==> src/rtl/nor_threshold_seq_if.sv <==
// Operand/result channel of nor_threshold_seq: valid/ready operand input and
// valid/ready result output, sized by channel count N and field width W.
interface nor_threshold_seq_if #(
  parameter int N = 5,
  parameter int W = $clog2(N + 1)
);
  logic         in_valid;
  logic         in_ready;
  logic [N-1:0] in_vec;
  logic         in_force;
  logic [W-1:0] in_thr;
  logic         out_valid;
  logic         out_ready;
  logic         out_f;
  logic [W-1:0] out_count;
  logic [W-1:0] out_scanned;

  modport master (
    output in_valid, in_vec, in_force, in_thr, out_ready,
    input  in_ready, out_valid, out_f, out_count, out_scanned
  );

  modport slave (
    input  in_valid, in_vec, in_force, in_thr, out_ready,
    output in_ready, out_valid, out_f, out_count, out_scanned
  );
endinterface

==> src/rtl/nor_threshold_seq.sv <==
// Bit-serial threshold evaluator: f = force | (popcount(vec) >= thr), one input
// bit scanned per clock, LSB first, with optional early exit once f is decided.
module nor_threshold_seq #(
  parameter int N          = 5,
  parameter int W          = $clog2(N + 1),
  parameter bit EARLY_EXIT = 1'b0
) (
  input  logic               clk,
  input  logic               rst,
  nor_threshold_seq_if.slave bus
);
  localparam logic [1:0] S_IDLE = 2'd0;
  localparam logic [1:0] S_SCAN = 2'd1;
  localparam logic [1:0] S_DONE = 2'd2;
  localparam logic [W:0] LAST   = (W+1)'(N - 1);

  logic [1:0]   state_q, state_d;
  logic [N-1:0] vec_q, vec_d;
  logic [W-1:0] thr_q, thr_d;
  logic [W-1:0] idx_q, idx_d;
  logic [W-1:0] cnt_q, cnt_d;
  logic         f_q, f_d;
  logic [W-1:0] ocnt_q, ocnt_d;
  logic [W-1:0] oscn_q, oscn_d;

  logic         bit_cur;
  logic [W-1:0] cnt_next, idx_next;
  logic [W:0]   reach;
  logic         hit, miss, finish;

  always_comb begin
    bit_cur = 1'b0;
    for (int unsigned i = 0; i < N; i++) begin
      if (idx_q == W'(i)) bit_cur = vec_q[i];
    end
  end

  // reach = best count still attainable once the current bit is counted
  assign cnt_next = cnt_q + W'(bit_cur);
  assign idx_next = idx_q + W'(1);
  assign reach    = {1'b0, cnt_next} + (LAST - {1'b0, idx_q});
  assign hit      = (cnt_next >= thr_q);
  assign miss     = (reach < {1'b0, thr_q});
  assign finish   = ({1'b0, idx_q} == LAST) || (EARLY_EXIT && (hit || miss));

  assign bus.in_ready    = (state_q == S_IDLE) && !rst;
  assign bus.out_valid   = (state_q == S_DONE);
  assign bus.out_f       = f_q;
  assign bus.out_count   = ocnt_q;
  assign bus.out_scanned = oscn_q;

  always_comb begin
    state_d = state_q;
    vec_d   = vec_q;
    thr_d   = thr_q;
    idx_d   = idx_q;
    cnt_d   = cnt_q;
    f_d     = f_q;
    ocnt_d  = ocnt_q;
    oscn_d  = oscn_q;
    case (state_q)
      S_IDLE: begin
        if (bus.in_valid && bus.in_ready) begin
          vec_d = bus.in_vec;
          thr_d = bus.in_thr;
          idx_d = '0;
          cnt_d = '0;
          if (bus.in_force || (bus.in_thr == '0)) begin
            state_d = S_DONE;
            f_d     = 1'b1;
            ocnt_d  = '0;
            oscn_d  = '0;
          end else begin
            state_d = S_SCAN;
          end
        end
      end
      S_SCAN: begin
        cnt_d = cnt_next;
        idx_d = idx_next;
        if (finish) begin
          state_d = S_DONE;
          f_d     = hit;
          ocnt_d  = cnt_next;
          oscn_d  = idx_next;
        end
      end
      S_DONE: begin
        if (bus.out_ready) state_d = S_IDLE;
      end
      default: state_d = S_IDLE;
    endcase
  end

  always_ff @(posedge clk) begin
    if (rst) begin
      state_q <= S_IDLE;
      vec_q   <= '0;
      thr_q   <= '0;
      idx_q   <= '0;
      cnt_q   <= '0;
      f_q     <= 1'b0;
      ocnt_q  <= '0;
      oscn_q  <= '0;
    end else begin
      state_q <= state_d;
      vec_q   <= vec_d;
      thr_q   <= thr_d;
      idx_q   <= idx_d;
      cnt_q   <= cnt_d;
      f_q     <= f_d;
      ocnt_q  <= ocnt_d;
      oscn_q  <= oscn_d;
    end
  end
endmodule

==> src/flat_wrapper.sv <==
// flat-port wrapper written by rule: the top's interface ports become plain ports
module nor_threshold_seq_flat 
#(
  parameter int N          = 5,
  parameter int W          = $clog2(N + 1),
  parameter bit EARLY_EXIT = 1'b0
)
  (clk, rst, bus_in_valid, bus_in_vec, bus_in_force, bus_in_thr, bus_out_ready, bus_in_ready, bus_out_valid, bus_out_f, bus_out_count, bus_out_scanned);
  nor_threshold_seq_if #(.N(N), .W(W)) bus_i ();
  input  logic clk;
  input  logic rst;
  input wire logic [$bits(bus_i.in_valid)-1:0] bus_in_valid;
  input wire logic [$bits(bus_i.in_vec)-1:0] bus_in_vec;
  input wire logic [$bits(bus_i.in_force)-1:0] bus_in_force;
  input wire logic [$bits(bus_i.in_thr)-1:0] bus_in_thr;
  input wire logic [$bits(bus_i.out_ready)-1:0] bus_out_ready;
  output wire logic [$bits(bus_i.in_ready)-1:0] bus_in_ready;
  output wire logic [$bits(bus_i.out_valid)-1:0] bus_out_valid;
  output wire logic [$bits(bus_i.out_f)-1:0] bus_out_f;
  output wire logic [$bits(bus_i.out_count)-1:0] bus_out_count;
  output wire logic [$bits(bus_i.out_scanned)-1:0] bus_out_scanned;
  assign bus_i.in_valid = bus_in_valid;
  assign bus_i.in_vec = bus_in_vec;
  assign bus_i.in_force = bus_in_force;
  assign bus_i.in_thr = bus_in_thr;
  assign bus_i.out_ready = bus_out_ready;
  assign bus_in_ready = bus_i.in_ready;
  assign bus_out_valid = bus_i.out_valid;
  assign bus_out_f = bus_i.out_f;
  assign bus_out_count = bus_i.out_count;
  assign bus_out_scanned = bus_i.out_scanned;
  nor_threshold_seq #(.N(N), .W(W), .EARLY_EXIT(EARLY_EXIT)) u_core (.clk(clk), .rst(rst), .bus(bus_i));
endmodule
==> config.mk <==
export PLATFORM = sky130hd
export DESIGN_NAME = nor_threshold_seq_flat
export DESIGN_NICKNAME = d
export VERILOG_FILES = /design/src/rtl/nor_threshold_seq_if.sv /design/src/rtl/nor_threshold_seq.sv /design/src/flat_wrapper.sv
export SDC_FILE = /design/constraint.sdc
export NUM_CORES = 1
export LEC_CHECK = 0
export BUFFER_PORTS_ARGS = -buffer_cell sky130_fd_sc_hd__buf_2
export CAP_MARGIN = 20
export CORE_MARGIN = 5
export CORE_UTILIZATION = 45
export DETAILED_ROUTE_END_ITERATION = 7
export MAX_ROUTING_LAYER = met4
export PLACE_DENSITY_LB_ADDON = 0.08
export SYNTH_ARGS = -nofsm -noshare
export SYNTH_HDL_FRONTEND = slang
export SYNTH_SLANG_ARGS = --single-unit
==> constraint.sdc <==
create_clock -name clk -period 3.63 [get_ports clk]
set_clock_uncertainty 0.1 [all_clocks]
set_input_delay 0.726 -clock clk [delete_from_list [all_inputs] [get_ports clk]]
set_output_delay 0.726 -clock clk [all_outputs]
set_load 0.02 [all_outputs]
# Yosys cells after proc, flatten, opt, wreduce, memory -nomap -nowiden
# Index checks and enable logic that the tools add are counted.
dict set report totals {
  reg_bits 23
  input_bits 13
  wordCells 56
}
dict set report classes {
  n_addsub 2
  magnitude_cmp 1
  eq_ne 10
  n_mux 23
  reduce_logical 12
}
# operator n
set ops {}
lappend ops {{3-bit one-hot mux with 2 select lines} 4}
lappend ops {{3-bit two-way mux} 5}
lappend ops {{1-bit two-way mux} 8}
lappend ops {{2-bit two-way mux} 4}
lappend ops {{3-bit by 2-bit == test with 1-bit output (second input constant)} 2}
lappend ops {{3-bit zero test} 2}
lappend ops {{2-bit inequality test (second input constant)} 3}
lappend ops {{2-bit one-hot mux with 3 select lines} 1}
lappend ops {{2-bit AND reduction} 2}
lappend ops {{4-bit AND reduction} 1}
lappend ops {{3-bit by 1-bit adder with 3-bit output} 1}
lappend ops {{3-bit by 1-bit adder with 3-bit output (second input constant)} 1}
lappend ops {{3-bit by 1-bit == test with 1-bit output (second input constant)} 1}
lappend ops {{3-bit == test (second input constant)} 1}
lappend ops {{3-bit >= comparator} 1}
lappend ops {{3-bit AND reduction} 1}
lappend ops {{2-bit by 1-bit == test with 1-bit output (second input constant)} 1}
lappend ops {{2-bit == test (second input constant)} 1}
lappend ops {{1-bit logical AND} 2}
lappend ops {{2-bit zero test} 1}
lappend ops {{2-bit by 1-bit inequality test with 1-bit output (second input constant)} 1}
lappend ops {{1-bit one-hot mux with 2 select lines} 1}
lappend ops {{2-bit nonzero test} 1}
lappend ops {{1-bit zero test} 1}
lappend ops {{1-bit logical OR} 1}

# Depth between registers and ports, before layout
# Gate-level depths: netlist (run 1).
dict set report logic_depth {
  ltp_word 10
  mapped_depth 12
  mapped_depth_nobuf 12
}

# Worst setup path before layout (run 1)
# Ideal clock, no wire load.
dict set report synth_timing {
  kind {flip-flop to flip-flop}
  from {register u_core.idx_q[0]}
  to {register u_core.f_q (netlist: u_core.bus.out_f)}
  setup_ns 0.119
  arrival_time_ns 2.379
  required_ns 3.411
  path_slack_ns 1.032
  path_stages_with_launch 13
  synth_period_minus_slack_ns 2.598
  path_cell_list {dfxtp_1 -> inv_1 -> ha_1 -> nor2b_1 -> a2111oi_0 -> o22a_1 -> ha_1 -> ha_1 -> xor2_1 -> ha_1 -> o21ai_0 -> a21oi_1 -> o221a_2}
}
dict set report synth_via {
  elab_chain_len 10
  elab_cells_between_ends 16
  classes_between {1 x add/sub; 1 x order compare; 5 x eq/ne; 7 x mux; 2 x reduce/logical}
}
# element line_no
set synth_lines {}
lappend synth_lines {{start, declared} nor_threshold_seq.sv:20} ;# logic [W-1:0] idx_q, idx_d;
lappend synth_lines {{start signal, assigned} nor_threshold_seq.sv:109} ;# idx_q <= idx_d;
lappend synth_lines {{3-bit zero test} nor_threshold_seq.sv:34} ;# if (idx_q == W'(i)) bit_cur = vec_q[i];
lappend synth_lines {{1-bit two-way mux (5 in a row)} nor_threshold_seq.sv:34}
lappend synth_lines {{3-bit by 1-bit adder with 3-bit output} nor_threshold_seq.sv:39} ;# assign cnt_next = cnt_q + W'(bit_cur);
lappend synth_lines {{3-bit >= comparator} nor_threshold_seq.sv:42} ;# assign hit = (cnt_next >= thr_q);
lappend synth_lines {{1-bit two-way mux} nor_threshold_seq.sv:81} ;# if (finish) begin
lappend synth_lines {{1-bit one-hot mux with 2 select lines} nor_threshold_seq.sv:61} ;# case (state_q)
lappend synth_lines {{end signal, assigned} nor_threshold_seq.sv:102} ;# f_q <= 1'b0;
lappend synth_lines {{end signal, assigned} nor_threshold_seq.sv:111} ;# f_q <= f_d;
lappend synth_lines {{end, declared} nor_threshold_seq.sv:22} ;# logic f_q, f_d;
# Several ways; a longest one is shown, not always the timed one. The select of a mux whose other input is x is not followed.
# A chain may end at the register's enable or synchronous reset.

# Final worst setup path (run 1)
# Ends and elaborated chain as after synthesis.

==> results of run 1 <==
-- through the flow --
| stage | instance area, µm² | utilization [%] | hold slack, ns |
|---|---|---|---|
| floorplan | 1140 | - | 0.336 |
| global placement | 1250 | 51.0 | 0.343 |
| detailed placement | 1250 | 51.0 | 0.353 |
| CTS | 1280 | 52.0 | 0.369 |
| global route | 1280 | 52.0 | 0.389 |
| finish | 1280 | 52.0 | 0.365 |
-- final cells by class --
type / count / share of cell area (%)
timing repair buffer: 22 / 8.81
sequential: 23 / 36.0
clock buffer: 4 / 2.06
multi-input combinational: 93 / 47.8
tap: 30 / 2.94
inverter: 8 / 2.35
-- flip-flops by register name, indices dropped and copies added (netlist names) --
register / flops
u_core.cnt_q: 3
u_core.thr_q: 3
u_core.bus.out_scanned: 3
u_core.vec_q: 5
u_core.bus.out_count: 3
u_core.bus.out_f: 1
u_core.idx_q: 3
u_core.state_q: 2
-- kinds of logic (layout without fill, tap and decap cells) --
kind of cell / Yosys count / in the layout / share of synthesized area [%]
flip-flops: 23 / 23 / 40.5
buffers and inverters: 15 / 34 / 5.73
XOR/XNOR: 1 / 1 / 0.771
AND/OR/NAND/NOR: 51 / 51 / 21.7
adder cells (fa/ha/maj): 10 / 10 / 11.0
AO/OA/AOI/OAI: 31 / 31 / 20.3
-- path summary, 6_finish.rpt --
kind / end / slack, ns / startpoint
max: u_core.bus.out_f / 0.82 / u_core.idx_q[0]
min reg2reg: u_core.bus.out_scanned[0] / 0.36 / u_core.bus.out_scanned[0]
max reg2reg: u_core.bus.out_f / 0.82 / u_core.idx_q[0]
min: u_core.bus.out_scanned[0] / 0.36 / u_core.bus.out_scanned[0]
-- power by group --
group	switching (mW)	total (mW)	internal, mW
registers	0.0106	0.274	0.264
clock network	0.0765	0.119	0.0429
logic	0.0371	0.0652	0.0280
total	0.124	0.459	0.334
-- placed cells by master (no fill, tap or decap) --
cell type,count
nand2_1,26
a32oi_1,2
a21oi_1,4
o21a_1,1
and4b_1,1
nand3b_1,1
clkbuf_4,3
inv_1,7
ha_1,10
a2bb2oi_1,3
or3_1,1
o22a_1,1
nor2_1,9
o21ai_0,11
o31ai_1,2
o32ai_1,3
clkbuf_1,1
nor3_1,4
a2111oi_0,1
a2bb2oi_4,1
o221a_2,1
nand2b_1,2
buf_2,21
clkinv_1,1
o21bai_1,1
nand3_1,3
nor3b_1,1
nor4b_4,1
dfxtp_1,23
xor2_1,1
nor2b_1,2
buf_4,1
-- critical path, cell delays in order, from the launching register on --
cell and delay (ns):
dfxtp_1 0.39, inv_1 0.11, ha_1 0.22, nor2b_1 0.13, a2111oi_0 0.41, o22a_1 0.21
ha_1 0.14, ha_1 0.19, xor2_1 0.20, ha_1 0.25, o21ai_0 0.07, a21oi_1 0.06
o221a_2 0.24
-- per-layer routing --
| metal | up-vias | wire (µm) | global-route usage [%] |
|---|---|---|---|
| li1 | 498 | - | - |
| met1 | 395 | 1220 | 20.7 |
| met2 | 24 | 984 | 23.9 |
| met3 | 4 | 133 | 3.02 |
| met4 | 0 | 40 | 8.54 |
| met5 | - | 0 | - |
==> flow_summary_export.csv, run 1 <==
group,metric,value,unit
outcome,run_status,"finished, final reports clean",
timing,maxSlewHeadroom,65.5,%
detailed_routing,route.vias.total,921,
clock_network,ctsHoldBuffers,0,
timing,timing.final.max_slew_violations,0,
die,floorplan.die.width,60.2,µm
grt,grt_pass1_vias,979,
setup_path,critPathCaptureType,"flop",
synth,synthesis.area,1140,µm²
detailed_routing,avgRoutedWirePerCell,13.2,µm
placed_design,placed_cells,176,
timing,fin_crit_sh,77.4,%
grt,sum_of_overflow_across_all_layers_after_global_routing,0,
final_layout,area_growth,12.4,%
clock_network,cts.sinks,23,
clock_network,clk_transition_reported_paths,0.13,ns
setup_path,critPathMaxFanout,4,
power_and_ir_drop,vdd_drop_max,222,µV
grt,global_route.usage.total,16.2,%
detailed_routing,route.final.wire_length,2.38,mm
synth,yosys.area.top_type,"dfxtp_1",
die,rows,18,
grt,pin_count_of_the_biggest_net_entering_global_routing,19,
timing,final.min_clock_period,2.81,ns
setup_path,required,3.75,ns
setup_path,crit_path_start_kind,"flop",
synth,synth_enable_flop_cells,0,
timing,clock.fmax,0.356,GHz
clock_network,insertion_delay,0.31,ns
grt,wire_length_of_the_first_global_routing_pass,4.29,mm
hold_path,min_path_type,"reg -> reg",
power_and_ir_drop,static-leakage-power,0.546,nW
hold_path,min_path_cells,2,
setup_path,critical_path_arrival,2.93,ns
setup_path,timing.reg2reg.worst_path_depth,12,
power_and_ir_drop,power.total,459,µW
clock_network,cts_resized,0,
synth,ys_seq_area_share,40.5,%
timing,worst_slew_pin_slew,0.517,ns
job,drv_cap,0,
synth,syn_nets,154,
timing,finalWorstSetupSlack,0.822,ns
clock_network,post_cts.repair.setup_buffers,0,
final_layout,post_route_cells_drive_above_1_share,18.7,%
clock_network,tritoncts,"yes",
final_layout,non_filler_cells_final,180,
synth,syn_area_per_cell,8.67,µm²
timing,timing.setup.tns,0,ns
final_layout,filler_cell_count,241,
final_layout,final_net_count,174,
synth,synth_commonest_cells,"nand2_1, dfxtp_1, o21ai_0",
timing,rsz0062_at_grt,"false",
synth,yosys.cell_count.top_type,"nand2_1",
grt,grt_antenna_before_repair,0,
placed_design,gp_congestion,0.790,
final_layout,ff_latch_area,460,µm²
synth,synthArstFlopShare,0,%
clock_network,cts_htree_levels,1,
synth,synth_top_area_share,40.5,%
clock_network,tritoncts.num_buffers,3,
synth,synth_seq_cells,23,
die,starting_density_of_the_core,46.3,%
power_and_ir_drop,power.density,359,nW/µm²
placed_design,preCtsSetupSlack,0.814,ns
placed_design,port-buffer-count,21,
clock_network,buffer_type_at_the_clock_tree_root,"clkbuf_4",
synth,synth.area.top_cells,"dfxtp_1, ha_1, nand2_1, o21ai_0, nor2_1",
final_layout,diodes,0,
die,design.core.area,2450,µm²
clock_network,clk_path_buf_depth,2,
detailed_routing,dr.pass1.iters,4,
die,die_area,3630,µm²
die,top_level_ports,22,
synth,dominantRegCellSynth,"dfxtp_1",
detailed_routing,routed_via_density,5.12,
final_layout,multi_input_comb_area,611,µm²
synth,postSynthCellCount,131,
detailed_routing,drcViolationCount,0,
setup_path,path_class,"reg -> reg",
synth,synthDistinctLibCells,31,
timing,hold_viol,0,
synth,yosysWarnings,0,
detailed_routing,detail-route-antenna-nets,0,
die,fp.dieH,60.2,µm
placed_design,place_hpwl,1.75,mm
timing,finalSetupViolations,0,
detailed_routing,first_iter_violations,14,
No activity file was read; power rests on OpenSTA's default activity.
==> inputs of run 2 (changes only) <==
--- a/config.mk
+++ b/config.mk
@@ -5,6 +5,7 @@
 export SDC_FILE = /design/constraint.sdc
 export NUM_CORES = 1
 export LEC_CHECK = 0
+export ABC_AREA = 1
 export BUFFER_PORTS_ARGS = -buffer_cell sky130_fd_sc_hd__buf_2
 export CAP_MARGIN = 20
 export CORE_MARGIN = 5
==> constraint.sdc (replaced) <==
create_clock -name clk -period 2.8 [get_ports clk]
set_clock_uncertainty 0.1 [all_clocks]
set_input_delay 0.56 -clock clk [delete_from_list [all_inputs] [get_ports clk]]
set_output_delay 0.56 -clock clk [all_outputs]
set_load 0.02 [all_outputs]
==> run 2 against run 1 <==
First-iteration DRC count increased to 3.2 times the previous value. Synthesized area increased by 8.8%. Worst setup slack got worse by 0.55 ns. Critical path type unchanged. Routed wire length increased by 5.1%. Register-to-register slack got worse by 0.55 ns. Sequential power increased by 53%. Clock-buffer cell count unchanged. Combinational power increased to 5.7 times the previous value. Synthesized cell count increased by 31%. Largest power group unchanged. Via count increased by 18%. Critical endpoint unchanged. Global-route usage decreased by 2.6 points.
==> flow_summary_export.csv, run 2 <==
group,metric,value,unit
timing,rsz0062_at_grt,"false",
setup_path,timing.critical_path.cells,"ha_1, ha_1, nand2_1, nand2_1, a21oi_1, nor2_1, ha_1, ha_1, inv_1, nand2_1, and2_1, ha_4, a21oi_2, nand4_1, nor2_1, nor2_1",
clock_network,buffer_type_at_the_clock_tree_root,"clkbuf_4",
power_and_ir_drop,vdd_drop_max,438,µV
synth,synth_enable_flop_cells,0,
placed_design,port-buffer-count,21,
grt,global_route.usage.total,13.6,%
setup_path,cpLargestDelayFamily,"adder cells",
synth,synthDistinctLibCells,23,
setup_path,critPathCaptureType,"flop",
synth,synthesis.area,1240,µm²
final_layout,non_filler_cells_final,224,
synth,yosys.area.top_type,"dfxtp_1",
synth,syn_nets,194,
setup_path,crit_path_top_delay_cell,"dfxtp_2",
synth,ys_seq_area_share,37.2,%
synth,synth_top_area_share,37.2,%
power_and_ir_drop,static-leakage-power,0.705,nW
detailed_routing,dr.pass1.iters,4,
detailed_routing,drcViolationCount,0,
placed_design,preCtsSetupSlack,0.127,ns
setup_path,cp_slowest_stage_delay,0.36,ns
timing,maxSlewHeadroom,70.3,%
power_and_ir_drop,power.density,677,nW/µm²
placed_design,place_hpwl,1.94,mm
clock_network,post_cts.repair.setup_buffers,0,
setup_path,cp_num_buf_inv,1,
final_layout,area_growth,13.5,%
clock_network,ctsHoldBuffers,0,
placed_design,placed_cells,220,
synth,synthArstFlopShare,0,%
hold_path,min_path_type,"in -> reg",
grt,grt_antenna_before_repair,0,
die,starting_density_of_the_core,46.0,%
synth,postSynthCellCount,171,
final_layout,most_frequent_standard_cell_in_the_layout_excluding_fill_and_tap_cells,"nand2_1",
timing,worst_hold_slack,0.321,ns
synth,yosysWarnings,0,
clock_network,insertion_delay,0.32,ns
synth,synth.area.top_cells,"dfxtp_1, nand2_1, ha_1, inv_1, a21oi_1",
synth,yosys.cell_count.top_type,"nand2_1",
clock_network,clk_transition_reported_paths,0.13,ns
placed_design,gp_congestion,0.826,
final_layout,diodes,0,
detailed_routing,routed_via_density,4.83,
timing,clock.fmax,0.395,GHz
die,rows,19,
setup_path,path_class,"reg -> reg",
detailed_routing,route.final.wire_length,2.50,mm
detailed_routing,route.vias.total,1083,
final_layout,layout_common_cells,"nand2_1, inv_1, buf_2, dfxtp_1",
clock_network,cts_htree_levels,1,
timing,hold_viol,0,
timing,final.min_clock_period,2.53,ns
final_layout,largest_reg_flops,5,
synth,dominantRegCellSynth,"dfxtp_1",
detailed_routing,detail-route-antenna-nets,0,
die,fp.dieH,62.4,µm
grt,pin_count_of_the_biggest_net_entering_global_routing,18,
timing,timing.final.max_slew_violations,0,
die,top_level_ports,22,
final_layout,final_net_count,217,
setup_path,cpMostUsedCell,"ha_1",
timing,finalSetupViolations,0,
grt,wire_length_of_the_first_global_routing_pass,4.31,mm
synth,syn_area_per_cell,7.23,µm²
outcome,run_status,"finished, final reports clean",
detailed_routing,avgRoutedWirePerCell,11.2,µm
die,die_area,3900,µm²
final_layout,post_route_cells_drive_above_1_share,21.2,%
synth,synth_commonest_cells,"nand2_1, inv_1, dfxtp_1",
die,design.core.area,2690,µm²
setup_path,required,2.93,ns
setup_path,critical_path_arrival,2.66,ns
timing,timing.setup.tns,0,ns
setup_path,critPathMaxFanout,4,
final_layout,top_register,"u_core.vec_q",
clock_network,tritoncts,"yes",
grt,sum_of_overflow_across_all_layers_after_global_routing,0,
grt,grt_pass1_vias,1035,
synth,synth_seq_cells,23,
timing,worst_slew_pin_slew,0.444,ns
die,floorplan.die.width,62.4,µm
clock_network,clk_path_buf_depth,2,
job,drv_cap,0,
detailed_routing,first_iter_violations,45,
clock_network,cts.sinks,23,
clock_network,tritoncts.num_buffers,3,
timing,finalWorstSetupSlack,0.268,ns
setup_path,crit_path_start_kind,"flop",
timing,fin_crit_sh,90.4,%
run 2: changes by cell type after synthesis, moves of 4 or more:
cell | before | now
nor3_1 | 4 | 0
inv_2 | 0 | 4
a21oi_1 | 4 | 13
clkbuf_1 | 5 | 0
nand2_1 | 26 | 44
nand3_1 | 3 | 10
nand4_1 | 0 | 7
o21ai_0 | 11 | 2
inv_1 | 7 | 27
run 2: kinds of logic after synthesis:
group	share of synthesized area [%]
adder cells (fa/ha/maj)	10.1
AND/OR/NAND/NOR	31.5
buffers and inverters	11.2
flip-flops	37.2
AO/OA/AOI/OAI	9.92
run 2: metrics by stage:
step           utilization (%)  power (mW)  area [µm²]
6_report                  52.2       0.950        1400
5_1_grt                   52.2        1.03        1400
4_1_cts                   51.5       0.957        1380
3_5_place_dp              50.5       0.797        1360
3_3_place_gp              50.5       0.791        1360
2_1_floorplan                -       0.706        1240
run 2: final timing paths:
kind                    from          endpoint  slack, ns  cells past startpoint
max          u_core.idx_q[0]  u_core.bus.out_f       0.27                     16
max reg2reg  u_core.idx_q[0]  u_core.bus.out_f       0.27                     16
min            bus_in_vec[3]   u_core.vec_q[3]       0.32                      3
min reg2reg  u_core.thr_q[1]   u_core.thr_q[1]       0.38                      2
run 2: layout make-up:
class | instances | area, µm²
fill | 288 | 1280
multi-input combinational | 114 | 653
sequential | 23 | 463
inverter | 31 | 116
timing repair buffer | 21 | 105
tap | 31 | 38.8
clock buffer | 4 | 26.3
run 2: per-layer routing:
metal	share of wire (%)	vias up	track usage (%)
met5	0	-	-
met4	1.7	0	3.98
met3	5.3	4	3.06
met2	46	21	22.0
met1	47	472	16.9
li1	-	586	-
run 2: repair_timing:
| item | 4_1_cts | 5_1_grt |
|---|---|---|
| resized for setup | 0 | 4 |
| endpoints found under the setup margin | 0 | 1 |
| endpoints found under the hold margin | 0 | 0 |
run 2: worst reg2reg max path, cell delays in order (launching register included):
cell	delay, ns
dfxtp_2	0.36
ha_1	0.21
ha_1	0.22
nand2_1	0.07
nand2_1	0.04
a21oi_1	0.11
nor2_1	0.05
ha_1	0.19
ha_1	0.20
inv_1	0.05
nand2_1	0.06
and2_1	0.17
ha_4	0.25
a21oi_2	0.10
nand4_1	0.09
nor2_1	0.11
nor2_1	0.05
run 2: power breakdown:
group / internal (mW) / total, mW / switching (mW) / leakage [nW]
clock: 0.0558 / 0.160 / 0.104 / 0.0150
sequential: 0.381 / 0.418 / 0.0361 / 0.189
combinational: 0.131 / 0.372 / 0.241 / 0.501
